`src/rtl/smmul_pipe.sv`:
```
`timescale 1ns/1ps
// smmul_pipe
// Pipelined sign-magnitude fixed-point multiplier with valid/ready flow
// control, saturation flag and a sticky saturation counter.
//
// Parameters:
//   BITSIZE  total word width (bit BITSIZE-1 = sign, rest = magnitude)
//   FRAC     fraction bits inside the magnitude
//   LAT      register stages from input transfer to out_valid (1..4)
//   CNTW     width of sat_count
//
// Ports:
//   clk          rising-edge clock
//   rst_n        asynchronous reset, active low
//   in_valid     a/b presented this cycle
//   in_ready     block accepts operands this cycle (= !out_valid || out_ready)
//   a, b         sign-magnitude operands
//   out_valid    c/out_sat hold a result
//   out_ready    downstream accepts the result
//   c            sign-magnitude product
//   out_sat      product was saturated
//   clear_count  synchronous clear of sat_count (wins over an increment)
//   sat_count    saturated results transferred, sticks at all ones
//
// Build option:
//   SMMUL_ROUND_EN  defined: round half-up on the magnitude, rounding carry
//                   out of the magnitude field saturates.
//                   undefined: truncate the discarded fraction bits.
module smmul_pipe #(
  parameter int BITSIZE = 20,
  parameter int FRAC    = 11,
  parameter int LAT     = 3,
  parameter int CNTW    = 16
) (
  input  logic               clk,
  input  logic               rst_n,
  input  logic               in_valid,
  output logic               in_ready,
  input  logic [BITSIZE-1:0] a,
  input  logic [BITSIZE-1:0] b,
  output logic               out_valid,
  input  logic               out_ready,
  output logic [BITSIZE-1:0] c,
  output logic               out_sat,
  input  logic               clear_count,
  output logic [CNTW-1:0]    sat_count
);

  localparam int MW = BITSIZE - 1;   // magnitude width
  localparam int PW = 2 * MW;        // full product width
`ifdef SMMUL_ROUND_EN
  localparam int LO = FRAC - 1;      // keep the rounding bit
`else
  localparam int LO = FRAC;
`endif
  localparam int HW = PW - LO;       // retained upper product bits
  // With LAT >= 2 one stage is spent on the raw product, the rest carry
  // finished results; with LAT == 1 the whole computation feeds the output.
  localparam int RS = (LAT == 1) ? 1 : LAT - 1;

  // Upper part of the magnitude product; bits below LO never affect the result.
  function automatic logic [HW-1:0] mul_hi(input logic [MW-1:0] ma,
                                           input logic [MW-1:0] mb);
    logic [PW-1:0] p;
    p = PW'(ma) * PW'(mb);
    return HW'(p >> LO);
  endfunction

  // Normalise, optionally round, and saturate: returns {sat, magnitude}.
  function automatic logic [MW:0] sat_norm(input logic [HW-1:0] h);
    logic [MW:0] sum;
    logic        ovf;
`ifdef SMMUL_ROUND_EN
    ovf = |h[HW-1:MW+1];
    sum = {1'b0, h[MW:1]} + {{MW{1'b0}}, h[0]};
`else
    ovf = |h[HW-1:MW];
    sum = {1'b0, h[MW-1:0]};
`endif
    if (ovf || sum[MW]) begin
      return {1'b1, {MW{1'b1}}};
    end
    return {1'b0, sum[MW-1:0]};
  endfunction

  // Pack {sat, sign, magnitude}; a zero magnitude never carries a sign.
  function automatic logic [BITSIZE:0] sm_pack(input logic sign,
                                               input logic [MW:0] sm);
    logic [MW-1:0] mag;
    mag = sm[MW-1:0];
    return {sm[MW], sign & (|mag), mag};
  endfunction

  logic en;
  logic take;

  assign en       = !out_valid || out_ready;
  assign in_ready = en;
  assign take     = in_valid && en;

  logic             res_vld;
  logic [BITSIZE:0] res_word;

  generate
    if (LAT == 1) begin : g_direct
      always_comb begin
        res_vld  = take;
        res_word = sm_pack(a[MW] ^ b[MW], sat_norm(mul_hi(a[MW-1:0], b[MW-1:0])));
      end
    end else begin : g_prod
      logic          vld_p0;
      logic          sign_p0;
      logic [HW-1:0] prod_p0;

      // ---- stage p0: raw magnitude product and sign ----
      always_ff @(posedge clk or negedge rst_n) begin
        if (!rst_n) begin
          vld_p0 <= 1'b0;
        end else if (en) begin
          vld_p0 <= take;
        end
      end

      always_ff @(posedge clk) begin
        if (take) begin
          sign_p0 <= a[MW] ^ b[MW];
          prod_p0 <= mul_hi(a[MW-1:0], b[MW-1:0]);
        end
      end

      always_comb begin
        res_vld  = vld_p0;
        res_word = sm_pack(sign_p0, sat_norm(prod_p0));
      end
    end
  endgenerate

  // ---- result stages; the last one drives the outputs ----
  logic             vld_pr  [RS];
  logic [BITSIZE:0] word_pr [RS];   // {sat, sign, magnitude}

  always_ff @(posedge clk or negedge rst_n) begin
    if (!rst_n) begin
      for (int i = 0; i < RS; i++) begin
        vld_pr[i]  <= 1'b0;
        word_pr[i] <= '0;
      end
    end else if (en) begin
      vld_pr[0] <= res_vld;
      if (res_vld) begin
        word_pr[0] <= res_word;
      end
      for (int i = 1; i < RS; i++) begin
        vld_pr[i] <= vld_pr[i-1];
        if (vld_pr[i-1]) begin
          word_pr[i] <= word_pr[i-1];
        end
      end
    end
  end

  assign out_valid      = vld_pr[RS-1];
  assign {out_sat, c}   = word_pr[RS-1];

  // ---- saturation counter ----
  always_ff @(posedge clk or negedge rst_n) begin
    if (!rst_n) begin
      sat_count <= '0;
    end else if (clear_count) begin
      sat_count <= '0;
    end else if (out_valid && out_ready && out_sat && (sat_count != '1)) begin
      sat_count <= sat_count + 1'b1;
    end
  end

endmodule

```
`config.mk`:
```
export PLATFORM = sky130hd
export DESIGN_NAME = smmul_pipe
export DESIGN_NICKNAME = d
export VERILOG_FILES = /design/src/rtl/smmul_pipe.sv
export SDC_FILE = /design/constraint.sdc
export NUM_CORES = 1
export LEC_CHECK = 0
export CAP_MARGIN = 0
export CORE_MARGIN = 8
export CORE_UTILIZATION = 45
export CTS_CLUSTER_SIZE = 16
export DETAILED_ROUTE_END_ITERATION = 6
export DONT_BUFFER_PORTS = 1
export PLACE_DENSITY_LB_ADDON = 0.05
export SYNTH_ARGS = -nofsm -noshare
export SYNTH_HDL_FRONTEND = slang
export SYNTH_SLANG_ARGS = --single-unit
```
`constraint.sdc`:
```
create_clock -name clk -period 2.63 [get_ports clk]
set_input_delay 0.263 -clock clk [delete_from_list [all_inputs] [get_ports clk]]
set_output_delay 0.263 -clock clk [all_outputs]
set_load 0.02 [all_outputs]
```
# After elaboration in Yosys (flattened, before gate mapping)
# Cells that the tools add are included.
dict set report op_classes {
  add_sub_neg 1
  n_mul 1
  n_eq_ne 1
  n_mux 5
  bitwise_logic 2
  n_reduce_logical 11
}
# operator count
set ops {}
lappend ops {{2-to-1 mux 20 bit} 2}
lappend ops {{multiplier 19 x 19 -> 38 bit} 1}
lappend ops {{2-to-1 mux 16 bit} 2}
lappend ops {{OR reduction 19 bit} 1}
lappend ops {{adder 16 x 1 -> 16 bit, second input constant} 1}
lappend ops {{!= test 16 bit, second input constant} 1}
lappend ops {{OR reduction 8 bit} 1}
lappend ops {{logical AND 1 bit} 4}
lappend ops {{AND reduction 2 bit} 2}
lappend ops {{nonzero test 2 bit} 1}
lappend ops {{AND 1 bit} 1}
lappend ops {{zero test 1 bit} 1}
lappend ops {{logical OR 1 bit} 1}
lappend ops {{2-to-1 mux 1 bit} 1}
lappend ops {{bitwise XOR 1 bit} 1}
dict set report word_totals {
  ff_bits 89
  input_bits 45
  out_inout_bits 39
  word_cells 29
}

# Depth between registers and ports, before layout
# Gate-level depths: netlist of run 1.
dict set report logic_depth {
  depth_word 5
  depth_mapped 24
  ltp_nobuf 22
}

# Worst setup path after synthesis of run 1
# Ideal clock, no wire load.
dict set report synth_path {
  kind {input to register}
  startpoint {in a[10]}
  endpoint {reg g_prod.prod_p0[24], data pin}
  setup_time_ns 0.258
  arrival_ns 5.797
  required_ns 2.372
  path_slack_ns -3.425
  stages 20
  n_path_buf 2
  path_cell_list {clkbuf_1 > clkbuf_1 > nand2_1 > fa_1 > fa_1 > fa_1 > fa_1 > inv_1 > fa_1 > fa_1 > ha_1 > nand2_1 > o21bai_1 > a311oi_4 > o211ai_4 > o32ai_4 > a21oi_4 > o311ai_4 > a21oi_2 > xnor2_1}
}
dict set report synth_via {
  elab_chain_len 1
}
# element line_no
set synth_rtl {}
lappend synth_rtl {{from (decl)} 39} ;# input logic [BITSIZE-1:0] a,
lappend synth_rtl {{multiplier 19 x 19 -> 38 bit} 65} ;# p = PW'(ma) * PW'(mb);
lappend synth_rtl {{to (signal assigned)} 127} ;# prod_p0 <= mul_hi(a[MW-1:0], b[MW-1:0]);
lappend synth_rtl {{to (decl)} 113} ;# logic [HW-1:0] prod_p0;
# No other way between the ends.
# A chain may end at the register's enable or synchronous reset.

# Worst setup path after layout of run 1
dict set report layout_path {
  startpoint {in b[3]}
  endpoint {reg g_prod.prod_p0[24], data pin}
}
dict set report layout_via {
  elab_chain_len 1
}
# element line_no
set layout_rtl {}
lappend layout_rtl {{from (decl)} 40} ;# input logic [BITSIZE-1:0] b,
lappend layout_rtl {{multiplier 19 x 19 -> 38 bit} 65}
# No other way between the ends.

==> results of run 1 <==
-- final cells by class --
class                      count  share of cell area [%]
multi-input combinational   1065                    68.7
sequential                    89                    14.3
inverter                     337                    7.62
timing repair buffer          91                    4.38
tap                          448                    3.38
clock buffer                  11                    1.46
clock inverter                 5                   0.226
-- registers in the layout (all words and copies together) (netlist names) --
signal / cells
word_pr: 21
c: 20
g_prod.prod_p0: 27
sat_count: 16
vld_pr: 1
g_prod.sign_p0: 1
out_sat: 1
g_prod.vld_p0: 1
out_valid: 1
-- stage by stage --
step / instances / hold WS [ns] / instance area [µm²] / util [%]
final: 2046 / 0.0775 / 16600 / 50.0
after global routing: 2046 / 0.0626 / 16600 / 50.0
after CTS: 2043 / 0.0649 / 16400 / 49.5
after detailed placement: 2019 / -0.0309 / 16000 / 48.1
after global placement: 2019 / -0.0309 / 16000 / 48.1
after floorplan: 1572 / -0.0326 / 15400 / -
-- critical path: cells and delay by family --
family                   cells  cell delay [ns]
buffers and inverters        2             0.09
adder cells (fa/ha/maj)      7             3.31
XOR/XNOR                     1             0.12
AND/OR/NAND/NOR              1             0.14
AO/OA/AOI/OAI                8             1.62
-- layout by cell type, fill, tap and decap left out, types with 5 or more instances in the layout --
cell,count
inv_1,321
fa_1,269
nand2_1,226
and2_1,177
ha_1,110
buf_4,83
dfrtp_1,61
nor2_1,31
edfxtp_1,28
o21ai_0,26
mux2_2,22
xor2_1,21
and2_4,19
fa_2,18
xnor2_1,17
inv_2,16
a21oi_1,15
a21oi_2,10
ha_4,10
a21o_1,9
clkbuf_16,9
nand3_1,7
nand4_1,6
a211oi_2,5
xnor2_2,5
nor4_1,5
buf_6,5
-- worst max-delay path by stage --
stage	from	endpoint	slack, ns
after floorplan	b[9]	g_prod.prod_p0[24]$_DFFE_PP_	-3.18
after global routing	b[3]	g_prod.prod_p0[24]$_DFFE_PP_	-2.97
final	b[3]	g_prod.prod_p0[24]$_DFFE_PP_	-2.84
after detailed placement	b[3]	g_prod.prod_p0[24]$_DFFE_PP_	-3.31
after CTS	b[9]	g_prod.prod_p0[24]$_DFFE_PP_	-2.84
after global placement	b[3]	g_prod.prod_p0[24]$_DFFE_PP_	-3.27
-- cell families after synthesis --
kind of cell | after synthesis
xor+xnor | 44
compound gates | 94
flops | 89
fa+ha+maj | 407
simple gates | 497
buf+inv | 418
mux | 23
-- routing by layer --
| layer | part of all wire, % | up-vias |
|---|---|---|
| met5 | 0 | - |
| met4 | 2.4 | 0 |
| met3 | 4.8 | 31 |
| met2 | 46 | 205 |
| met1 | 47 | 5083 |
| li1 | - | 4704 |
-- repair_timing --
action | 4_1_cts | 5_1_grt
endpoints found under the setup margin | 27 | 27
pin swaps | 52 | 56
gates resized for setup | 34 | 39
buffers inserted | 5 | 5
hold endpoints to repair | 77 | 0
hold buffers | 3 | 0
==> impl_metrics.xml, run 1 <==
<?xml version="1.0" encoding="UTF-8"?>
<metrics>
  <group name="die">
    <metric name="chipWidth" unit="µm">199</metric>
    <metric name="dieHeight" unit="µm">199</metric>
    <metric name="io_pins" unit="">84</metric>
    <metric name="rows" unit="">67</metric>
    <metric name="die-area" unit="µm²">39500</metric>
    <metric name="initial_utilization" unit="%">45.3</metric>
    <metric name="floorplan.core_area" unit="µm²">33200</metric>
  </group>
  <group name="global_route">
    <metric name="globalRoute.totalOverflow" unit="">0</metric>
    <metric name="grt_first_pass_wirelength" unit="µm">60500</metric>
    <metric name="most_crowded_layer_gr" unit="">met2</metric>
    <metric name="grt_pass1_vias" unit="">10805</metric>
    <metric name="antenna_found_initial" unit="">0</metric>
    <metric name="global_route.usage.met2" unit="%">32.0</metric>
    <metric name="maximum_number_of_pins_on_one_net_before_global_route_repair" unit="">62</metric>
    <metric name="grtUsageMet3" unit="%">2.50</metric>
    <metric name="met1_usage" unit="%">27.5</metric>
    <metric name="track_usage" unit="%">19.7</metric>
  </group>
  <group name="critical_path">
    <metric name="cpMaxStageDelayCell" unit="">fa_1</metric>
    <metric name="critical_path.cell_chain" unit="">and2_4, fa_1, fa_1, inv_1, fa_1, inv_2, fa_1, fa_1, fa_1, ha_4, o21a_1, o21bai_4, a311oi_4, o211ai_4, o32ai_4, a21oi_4, o311ai_4, a21oi_2, xnor2_1</metric>
    <metric name="crit_type" unit="">in2reg</metric>
    <metric name="rrSetupSlack" unit="ns">0.31</metric>
    <metric name="timing.critical_path.required" unit="ns">2.72</metric>
    <metric name="critical_path.reg2reg.endpoint" unit="">sat_count[12]$_DFFE_PN0P_</metric>
    <metric name="beginning_of_the_worst_register_to_register_path" unit="">sat_count[3]$_DFFE_PN0P_</metric>
    <metric name="reg2reg_depth" unit="">8</metric>
    <metric name="crit_path_end_kind" unit="">flip-flop</metric>
    <metric name="critPathMaxStageDelay" unit="ns">0.59</metric>
    <metric name="worstPathArrival" unit="ns">5.56</metric>
    <metric name="critical_path.most_common_cell" unit="">fa_1</metric>
    <metric name="worst-path-max-fanout" unit="">19</metric>
    <metric name="setup.worst_path.start_class" unit="">input pin</metric>
  </group>
  <group name="timing">
    <metric name="timing_worst_slew_pin_value" unit="ns">0.593</metric>
    <metric name="setup-violations-final" unit="">27</metric>
    <metric name="timing.setup.tns" unit="ns">-66.05</metric>
    <metric name="finalHoldViolCount" unit="">0</metric>
    <metric name="slew_headroom" unit="%">60.4</metric>
    <metric name="timing.final.ws_setup" unit="ns">-2.84</metric>
    <metric name="grt_setup_unrepaired" unit="">true</metric>
    <metric name="min_period" unit="ns">5.47</metric>
    <metric name="finClkSkew" unit="ns">0.00956</metric>
    <metric name="finalMaxSlewViolations" unit="">0</metric>
    <metric name="timing.final.crit_share" unit="%">208</metric>
    <metric name="max_clock_freq" unit="MHz">183</metric>
  </group>
  <group name="clock_network">
    <metric name="clkSinkCount" unit="">89</metric>
    <metric name="clock_latency_late_sink" unit="ns">0.34</metric>
    <metric name="cts_tree" unit="">built</metric>
    <metric name="cts_root_buf" unit="">clkbuf_16</metric>
    <metric name="clockBufferDepth" unit="">2</metric>
    <metric name="cts_made_buffers" unit="">9</metric>
    <metric name="cts_max_level" unit="">3</metric>
    <metric name="clk_pin_slew" unit="ns">0.06</metric>
  </group>
  <group name="synthesis">
    <metric name="synth-edff-count" unit="">28</metric>
    <metric name="area_fraction_in_compound_gates_after_synthesis" unit="%">4.51</metric>
    <metric name="combinational_family_with_the_most_area_after_synthesis" unit="">adder cells</metric>
    <metric name="synthXorXnorAreaFrac" unit="%">2.56</metric>
    <metric name="number_of_flip_flops_and_latches_in_the_synthesized_netlist" unit="">89</metric>
    <metric name="synthDominantCellAreaShare" unit="%">38.2</metric>
    <metric name="synthMostInstantiatedCell" unit="">inv_1</metric>
    <metric name="post_synth_and_or_nand_nor_area_fraction" unit="%">16.3</metric>
    <metric name="asyncSetResetFlopFracSynth" unit="%">68.5</metric>
    <metric name="synth.distinct_cells" unit="">53</metric>
    <metric name="synth_top_area_cell" unit="">fa_1</metric>
    <metric name="synth.net_count" unit="">2024</metric>
    <metric name="netlist_area" unit="µm²">15000</metric>
    <metric name="share_of_the_yosys_chip_area_belonging_to_registers" unit="%">15.7</metric>
    <metric name="synth_commonest_cells" unit="">inv_1, fa_1, nand2_1, and2_1, ha_1</metric>
    <metric name="syn_inst" unit="">1572</metric>
    <metric name="muxShareOfSynthArea" unit="%">1.71</metric>
    <metric name="yosysWarningCount" unit="">0</metric>
    <metric name="synthTopCellsByArea" unit="">fa_1, dfrtp_1, ha_1</metric>
    <metric name="synth_fa_ha_area_share" unit="%">48.2</metric>
    <metric name="post_synth.cell_area_avg" unit="µm²">9.56</metric>
    <metric name="postSynth.topFlopCell" unit="">dfrtp_1</metric>
  </group>
  <group name="cells_and_area">
    <metric name="areaGrowthSynthToFinish" unit="%">10.4</metric>
    <metric name="antenna_cells_inserted" unit="">0</metric>
    <metric name="n_fill_cell" unit="">3227</metric>
    <metric name="multiInputGateArea" unit="µm²">11400</metric>
    <metric name="final_nets" unit="">2045</metric>
    <metric name="seqCellArea" unit="µm²">2370</metric>
    <metric name="drive_above_1_share" unit="%">14.6</metric>
  </group>
  <group name="placed_design">
    <metric name="buffer_ports.inserted" unit="">0</metric>
    <metric name="preCtsSetupSlack" unit="ns">-3.31</metric>
    <metric name="routability_congestion_estimate" unit="">0.900</metric>
    <metric name="dp_hpwl" unit="µm">30500</metric>
  </group>
  <group name="drt">
    <metric name="postRouteWirelength" unit="µm">37200</metric>
    <metric name="drc" unit="">0</metric>
    <metric name="avgViaCountPerCell" unit="">4.90</metric>
    <metric name="routed_antenna_nets" unit="">0</metric>
    <metric name="wl_per_cell" unit="µm">18.2</metric>
    <metric name="via_count" unit="">10023</metric>
    <metric name="drt_iter0_markers" unit="">437</metric>
    <metric name="dr.pass1.iters" unit="">5</metric>
  </group>
  <group name="hold_path">
    <metric name="number_of_stages_on_the_worst_hold_path" unit="">1</metric>
    <metric name="worst_hold_path.endpoint" unit="">g_prod.vld_p0$_DFFE_PN0N_</metric>
    <metric name="min_from" unit="">in_valid</metric>
    <metric name="min_path_type" unit="">in2reg</metric>
  </group>
  <group name="outcome">
    <metric name="failing_checks" unit="">setup timing</metric>
    <metric name="status" unit="">finished, violations left</metric>
  </group>
  <group name="flow_run">
    <metric name="drv_cap" unit="">0</metric>
  </group>
</metrics>
Power of run 1 is left out: the tool's default activity adds up to more than one toggle a clock period on the data nets, which glitch-free logic cannot reach.
==> run 2: changes to the inputs <==
--- a/config.mk
+++ b/config.mk
@@ -13,3 +13,3 @@
 export DONT_BUFFER_PORTS = 1
-export PLACE_DENSITY_LB_ADDON = 0.05
+export PLACE_DENSITY = 0.62
 export SYNTH_ARGS = -nofsm -noshare
==> constraint.sdc (replaced) <==
create_clock -name clk -period 2.63 [get_ports clk]
set_input_delay 0.6575 -clock clk [delete_from_list [all_inputs] [get_ports clk]]
set_output_delay 0.6575 -clock clk [all_outputs]
set_load 0.02 [all_outputs]
==> run 2 against run 1 <==
Net effect: the run still ends with setup timing left; sequential cell count unchanged; register-to-register slack improved by 0.10 ns; via count increased by 1.9%; die area unchanged; first-iteration DRC count increased by 10%; fmax decreased by 5.8%; worst hold slack got worse by 0.067 ns; worst setup slack got worse by 0.34 ns; utilization decreased by 0.098 points; sequential share of layout area about the same; critical path type unchanged; critical endpoint unchanged; highest routed layer unchanged.
==> impl_metrics.xml, run 2 (synthesis results as in run 1) <==
<?xml version="1.0" encoding="UTF-8"?>
<metrics>
  <group name="critical_path">
    <metric name="setup.worst_path.start_class" unit="">input pin</metric>
    <metric name="timing.critical_path.required" unit="ns">2.72</metric>
    <metric name="worst-path-max-fanout" unit="">19</metric>
    <metric name="critical_path.most_common_cell" unit="">fa_1</metric>
    <metric name="cpMaxStageDelayCell" unit="">fa_2</metric>
    <metric name="crit_type" unit="">in2reg</metric>
    <metric name="critical_path.top_delay_family" unit="">adder cells</metric>
    <metric name="critPathMaxStageDelay" unit="ns">0.57</metric>
    <metric name="critical_path.cell_chain" unit="">and2_4, fa_1, inv_2, fa_2, fa_1, fa_1, inv_2, fa_2, fa_1, ha_4, nand2_2, o21bai_4, a311oi_4, o211ai_4, o32ai_4, a21oi_4, o311ai_4, a21oi_2, xnor2_1</metric>
    <metric name="worstPathArrival" unit="ns">5.90</metric>
    <metric name="cp_num_buf_inv" unit="">2</metric>
    <metric name="crit_path_end_kind" unit="">flip-flop</metric>
  </group>
  <group name="timing">
    <metric name="finClkSkew" unit="ns">0.0103</metric>
    <metric name="finalMaxSlewViolations" unit="">0</metric>
    <metric name="fin_worst_hold_slack" unit="ns">0.0100</metric>
    <metric name="timing.final.crit_share" unit="%">221</metric>
    <metric name="grt_setup_unrepaired" unit="">true</metric>
    <metric name="max_clock_freq" unit="MHz">172</metric>
    <metric name="finalHoldViolCount" unit="">0</metric>
    <metric name="min_period" unit="ns">5.81</metric>
    <metric name="setup-violations-final" unit="">27</metric>
    <metric name="timing.final.ws_setup" unit="ns">-3.18</metric>
    <metric name="timing_worst_slew_pin_value" unit="ns">0.565</metric>
    <metric name="slew_headroom" unit="%">62.3</metric>
  </group>
  <group name="global_route">
    <metric name="maximum_number_of_pins_on_one_net_before_global_route_repair" unit="">34</metric>
    <metric name="grt_first_pass_wirelength" unit="µm">57900</metric>
    <metric name="globalRoute.totalOverflow" unit="">0</metric>
    <metric name="grt_pass1_vias" unit="">11102</metric>
    <metric name="track_usage" unit="%">18.6</metric>
    <metric name="antenna_found_initial" unit="">0</metric>
  </group>
  <group name="drt">
    <metric name="postRouteWirelength" unit="µm">35500</metric>
    <metric name="routed_antenna_nets" unit="">0</metric>
    <metric name="avgViaCountPerCell" unit="">4.98</metric>
    <metric name="via_count" unit="">10210</metric>
    <metric name="drc" unit="">0</metric>
    <metric name="wl_per_cell" unit="µm">17.3</metric>
    <metric name="dr.pass1.iters" unit="">5</metric>
    <metric name="drt_iter0_markers" unit="">482</metric>
  </group>
  <group name="cells_and_area">
    <metric name="final_nets" unit="">2048</metric>
    <metric name="antenna_cells_inserted" unit="">0</metric>
    <metric name="most_flop_heavy_register" unit="">g_prod.prod_p0</metric>
    <metric name="finish.cell_count_without_fillers" unit="">2049</metric>
    <metric name="most-common-layout-cells" unit="">inv_1, fa_1, nand2_1</metric>
    <metric name="n_fill_cell" unit="">3084</metric>
    <metric name="areaGrowthSynthToFinish" unit="%">10.2</metric>
    <metric name="layout.cells.most_common" unit="">inv_1</metric>
    <metric name="largest_register_ffs" unit="">27</metric>
    <metric name="drive_above_1_share" unit="%">13.7</metric>
    <metric name="stdcell_area" unit="µm²">16600</metric>
  </group>
  <group name="die">
    <metric name="initial_utilization" unit="%">45.3</metric>
    <metric name="io_pins" unit="">84</metric>
    <metric name="floorplan.core_area" unit="µm²">33200</metric>
    <metric name="rows" unit="">67</metric>
    <metric name="chipWidth" unit="µm">199</metric>
    <metric name="dieHeight" unit="µm">199</metric>
    <metric name="die-area" unit="µm²">39500</metric>
  </group>
  <group name="placed_design">
    <metric name="dp_hpwl" unit="µm">28300</metric>
    <metric name="routability_congestion_estimate" unit="">0.843</metric>
    <metric name="buffer_ports.inserted" unit="">0</metric>
    <metric name="preCtsSetupSlack" unit="ns">-3.79</metric>
    <metric name="place.detailed.instances" unit="">2023</metric>
    <metric name="post_dp_cell_area" unit="µm²">16000</metric>
  </group>
  <group name="outcome">
    <metric name="status" unit="">finished, violations left</metric>
    <metric name="failing_checks" unit="">setup timing</metric>
  </group>
  <group name="clock_network">
    <metric name="cts_root_buf" unit="">clkbuf_16</metric>
    <metric name="clock_latency_late_sink" unit="ns">0.34</metric>
    <metric name="clk_pin_slew" unit="ns">0.07</metric>
    <metric name="cts_max_level" unit="">3</metric>
    <metric name="cts_tree" unit="">built</metric>
    <metric name="clkSinkCount" unit="">89</metric>
    <metric name="cts_made_buffers" unit="">9</metric>
    <metric name="clockBufferDepth" unit="">2</metric>
  </group>
  <group name="hold_path">
    <metric name="min_path_type" unit="">in2async</metric>
  </group>
  <group name="flow_run">
    <metric name="drv_cap" unit="">0</metric>
  </group>
</metrics>
[run 2: changes by cell type in the layout (fill, tap and decap cells not counted), moves of 4 or more]
cell | before | now
and2_4 | 19 | 15
fa_1 | 269 | 273
buf_4 | 83 | 88
inv_1 | 321 | 325
fa_2 | 18 | 14
inv_2 | 16 | 12
[run 2: path summary, 6_finish.rpt]
| path | slack [ns] | depth (start not counted) | start | end |
|---|---|---|---|---|
| worst min-delay path | 0.01 | 0 | rst_n | g_prod.vld_p0$_DFFE_PN0N_ |
| worst max-delay path | -3.18 | 19 | a[5] | g_prod.prod_p0[24]$_DFFE_PP_ |
| min in group clk | 0.37 | 1 | clear_count | sat_count[13]$_DFFE_PN0P_ |
| worst max register to register | 0.41 | 8 | sat_count[5]$_DFFE_PN0P_ | sat_count[12]$_DFFE_PN0P_ |
| worst min register to register | 0.47 | 2 | word_pr[24]$_DFFE_PN0P_ | word_pr[24]$_DFFE_PN0P_ |
| max in group asynchronous | 1.58 | 1 | rst_n | c[6]$_DFFE_PN0P_ |
[run 2: per-layer routing]
layer / up-vias / share of wire, % / GRT usage (%)
li1: 4708 / - / -
met4: 0 / 1.7 / 4.01
met1: 5237 / 44 / 24.6
met3: 33 / 4.9 / 2.83
met2: 232 / 49 / 32.1
met5: - / 0 / 0
[run 2: worst reg2reg max path, stage by stage, from the launching register on]
cell	delay [ns]
dfrtp_1	0.49
and4_1	0.27
and3_1	0.19
and2_1	0.19
and3_1	0.22
nor3_2	0.21
nand2_1	0.11
or3_1	0.32
a21oi_1	0.15
[run 2: cell type report]
type	count	area, µm²	share of cell area, %
sequential	89	2370	14.3
clock inverter	6	72.6	0.438
inverter	337	1260	7.64
clock buffer	10	229	1.38
timing repair buffer	94	734	4.43
multi-input combinational	1065	11300	68.4
tap	448	561	3.38
[run 2: timing repair]
item,in CTS,in global routing
hold buffers,1,2
resized for setup,24,25
endpoints found under the setup margin,27,27
buffers inserted,4,5
hold endpoints to repair,33,11
pin swaps,45,23
[run 2: stage by stage]
step / TNS (ns) / util (%)
after floorplan: -83.32 / -
after global placement: -88.24 / 48.2
after detailed placement: -89.43 / 48.2
after CTS: -76.28 / 49.5
after global routing: -80.01 / 49.9
final: -76.05 / 49.9
Power of run 2 is left out for the same reason.
==> run 3: changes to the inputs <==
Clock period 2.63 ns to 5.8 ns, I/O delays scaled along.
==> run 3 against run 2 <==
Net effect: the flow still finishes with violations (setup timing); routed wire length down 1.3%; final area down 0.78%; worst hold slack better by 0.46 ns; critical path depth up 2; via count down 0.47%; die area unchanged; first-iteration DRC count down 7.9%; global-route usage down 0.17 points; worst setup slack better by 2.3 ns; non-clock buffer count down 21; register-to-register slack better by 2.9 ns; count of clock-buffer cells in the layout unchanged; critical endpoint unchanged.
==> impl_metrics.xml, run 3 (synthesis results as in run 1) <==
<?xml version="1.0" encoding="UTF-8"?>
<metrics>
  <group name="global_route">
    <metric name="antenna_found_initial" unit="">0</metric>
    <metric name="grt_pass1_vias" unit="">10981</metric>
    <metric name="maximum_number_of_pins_on_one_net_before_global_route_repair" unit="">62</metric>
    <metric name="globalRoute.totalOverflow" unit="">0</metric>
    <metric name="track_usage" unit="%">18.4</metric>
    <metric name="grt_first_pass_wirelength" unit="µm">57500</metric>
  </group>
  <group name="outcome">
    <metric name="failing_checks" unit="">setup timing</metric>
    <metric name="status" unit="">finished, violations left</metric>
  </group>
  <group name="critical_path">
    <metric name="worstPathArrival" unit="ns">6.73</metric>
    <metric name="critPathMaxStageDelay" unit="ns">0.53</metric>
    <metric name="crit_path_end_kind" unit="">flip-flop</metric>
    <metric name="cpMaxStageDelayCell" unit="">fa_1</metric>
    <metric name="crit_type" unit="">in2reg</metric>
    <metric name="critical_path.cell_chain" unit="">and2_4, fa_1, fa_1, inv_1, fa_1, inv_2, fa_1, fa_1, inv_1, fa_1, inv_2, ha_4, o21a_1, o21bai_4, a311oi_4, o211ai_4, o32ai_4, a21oi_4, o311ai_4, a21oi_2, xnor2_1</metric>
    <metric name="worst-path-max-fanout" unit="">19</metric>
    <metric name="setup.worst_path.start_class" unit="">input pin</metric>
    <metric name="timing.critical_path.required" unit="ns">5.90</metric>
    <metric name="critical_path.most_common_cell" unit="">fa_1</metric>
  </group>
  <group name="timing">
    <metric name="finClkSkew" unit="ns">0.00964</metric>
    <metric name="setup-violations-final" unit="">26</metric>
    <metric name="grt_setup_unrepaired" unit="">true</metric>
    <metric name="finalHoldViolCount" unit="">0</metric>
    <metric name="timing_worst_slew_pin_value" unit="ns">0.909</metric>
    <metric name="slew_headroom" unit="%">38.8</metric>
    <metric name="timing.final.ws_setup" unit="ns">-0.827</metric>
    <metric name="finalMaxSlewViolations" unit="">0</metric>
    <metric name="min_period" unit="ns">6.63</metric>
    <metric name="max_clock_freq" unit="MHz">151</metric>
    <metric name="timing.final.crit_share" unit="%">114</metric>
  </group>
  <group name="cells_and_area">
    <metric name="layout.cells.most_common" unit="">inv_1</metric>
    <metric name="most_flop_heavy_register" unit="">g_prod.prod_p0</metric>
    <metric name="seqCellArea" unit="µm²">2370</metric>
    <metric name="n_fill_cell" unit="">3120</metric>
    <metric name="antenna_cells_inserted" unit="">0</metric>
    <metric name="largest_register_ffs" unit="">27</metric>
    <metric name="final_nets" unit="">2027</metric>
    <metric name="most-common-layout-cells" unit="">inv_1, fa_1, nand2_1</metric>
    <metric name="areaGrowthSynthToFinish" unit="%">9.33</metric>
    <metric name="drive_above_1_share" unit="%">12.7</metric>
    <metric name="multiInputGateArea" unit="µm²">11400</metric>
    <metric name="stdcell_area" unit="µm²">16400</metric>
  </group>
  <group name="clock_network">
    <metric name="cts_made_buffers" unit="">9</metric>
    <metric name="cts_tree" unit="">built</metric>
    <metric name="clkSinkCount" unit="">89</metric>
    <metric name="cts_root_buf" unit="">clkbuf_16</metric>
    <metric name="clock_latency_late_sink" unit="ns">0.34</metric>
    <metric name="clk_pin_slew" unit="ns">0.07</metric>
    <metric name="clockBufferDepth" unit="">2</metric>
    <metric name="cts_max_level" unit="">3</metric>
  </group>
  <group name="die">
    <metric name="dieHeight" unit="µm">199</metric>
    <metric name="rows" unit="">67</metric>
    <metric name="floorplan.core_area" unit="µm²">33200</metric>
    <metric name="initial_utilization" unit="%">45.3</metric>
    <metric name="chipWidth" unit="µm">199</metric>
    <metric name="io_pins" unit="">84</metric>
    <metric name="die-area" unit="µm²">39500</metric>
  </group>
  <group name="placed_design">
    <metric name="buffer_ports.inserted" unit="">0</metric>
    <metric name="routability_congestion_estimate" unit="">0.849</metric>
    <metric name="post_dp_cell_area" unit="µm²">15900</metric>
    <metric name="dp_hpwl" unit="µm">28200</metric>
  </group>
  <group name="flow_run">
    <metric name="drv_cap" unit="">0</metric>
  </group>
  <group name="drt">
    <metric name="routed_antenna_nets" unit="">0</metric>
    <metric name="wl_per_cell" unit="µm">17.3</metric>
    <metric name="drt_iter0_markers" unit="">444</metric>
    <metric name="postRouteWirelength" unit="µm">35000</metric>
    <metric name="avgViaCountPerCell" unit="">5.01</metric>
    <metric name="via_count" unit="">10162</metric>
    <metric name="dr.pass1.iters" unit="">5</metric>
    <metric name="drc" unit="">0</metric>
  </group>
  <group name="hold_path">
    <metric name="min_path_type" unit="">reg2reg</metric>
  </group>
</metrics>
[run 3: routing by layer]
layer | vias to the layer above | track usage (%) | routed length [µm]
li1 | 4678 | - | -
met1 | 5223 | 24.3 | 15300
met2 | 225 | 31.5 | 17100
met3 | 36 | 3.03 | 1880
met4 | 0 | 4.42 | 661
met5 | - | 0 | 0
[run 3: path summary, 6_finish.rpt]
check,startpoint,to,slack (ns),cells past startpoint
hold reg to reg,word_pr[33]$_DFFE_PN0P_,word_pr[33]$_DFFE_PN0P_,0.47,2
min in group asynchronous,rst_n,sat_count[13]$_DFFE_PN0P_,0.80,0
setup / recovery,b[1],g_prod.prod_p0[24]$_DFFE_PP_,-0.83,21
hold / removal,word_pr[33]$_DFFE_PN0P_,word_pr[33]$_DFFE_PN0P_,0.47,2
setup reg to reg,g_prod.prod_p0[20]$_DFFE_PP_,word_pr[40]$_DFFE_PN0P_,3.32,4
max in group asynchronous,rst_n,c[19]$_DFFE_PN0P_,4.89,0
[run 3: what timing repair did]
item,in CTS,in global routing
pin swaps,40,23
resized for setup,32,28
hold buffers,0,0
setup endpoints to repair,26,27
buffers inserted,10,4
[run 3: layout make-up]
| class | instances | share of cell area (%) |
|---|---|---|
| Tap cell | 448 | 3.41 |
| Sequential cell | 89 | 14.4 |
| Inverter | 337 | 7.70 |
| Timing Repair Buffer | 73 | 3.59 |
| Clock inverter | 6 | 0.297 |
| Multi-Input combinational cell | 1065 | 69.2 |
| Clock buffer | 10 | 1.39 |
[run 3: through the flow]
| step | hold WS, ns | util, % | worst slack [ns] | std cells | setup TNS, ns |
|---|---|---|---|---|---|
| finish | 0.466 | 49.5 | -0.827 | 2028 | -13.97 |
| floorplan | 0.435 | - | -1.20 | 1572 | -19.13 |
| detailed placement | 0.455 | 47.8 | -1.42 | 2002 | -25.70 |
| CTS | 0.474 | 49.1 | -0.880 | 2025 | -14.90 |
| global placement | 0.447 | 47.8 | -1.31 | 2002 | -24.02 |
| global route | 0.493 | 49.5 | -0.991 | 2028 | -18.41 |
[run 3: critical path: cells and delay by family]
kind	cells	cell delay, ns
compound gates	8	1.56
xor+xnor	1	0.12
fa+ha+maj	7	3.24
buf+inv	4	0.20
simple gates	1	0.14
Power of run 3 is left out for the same reason.
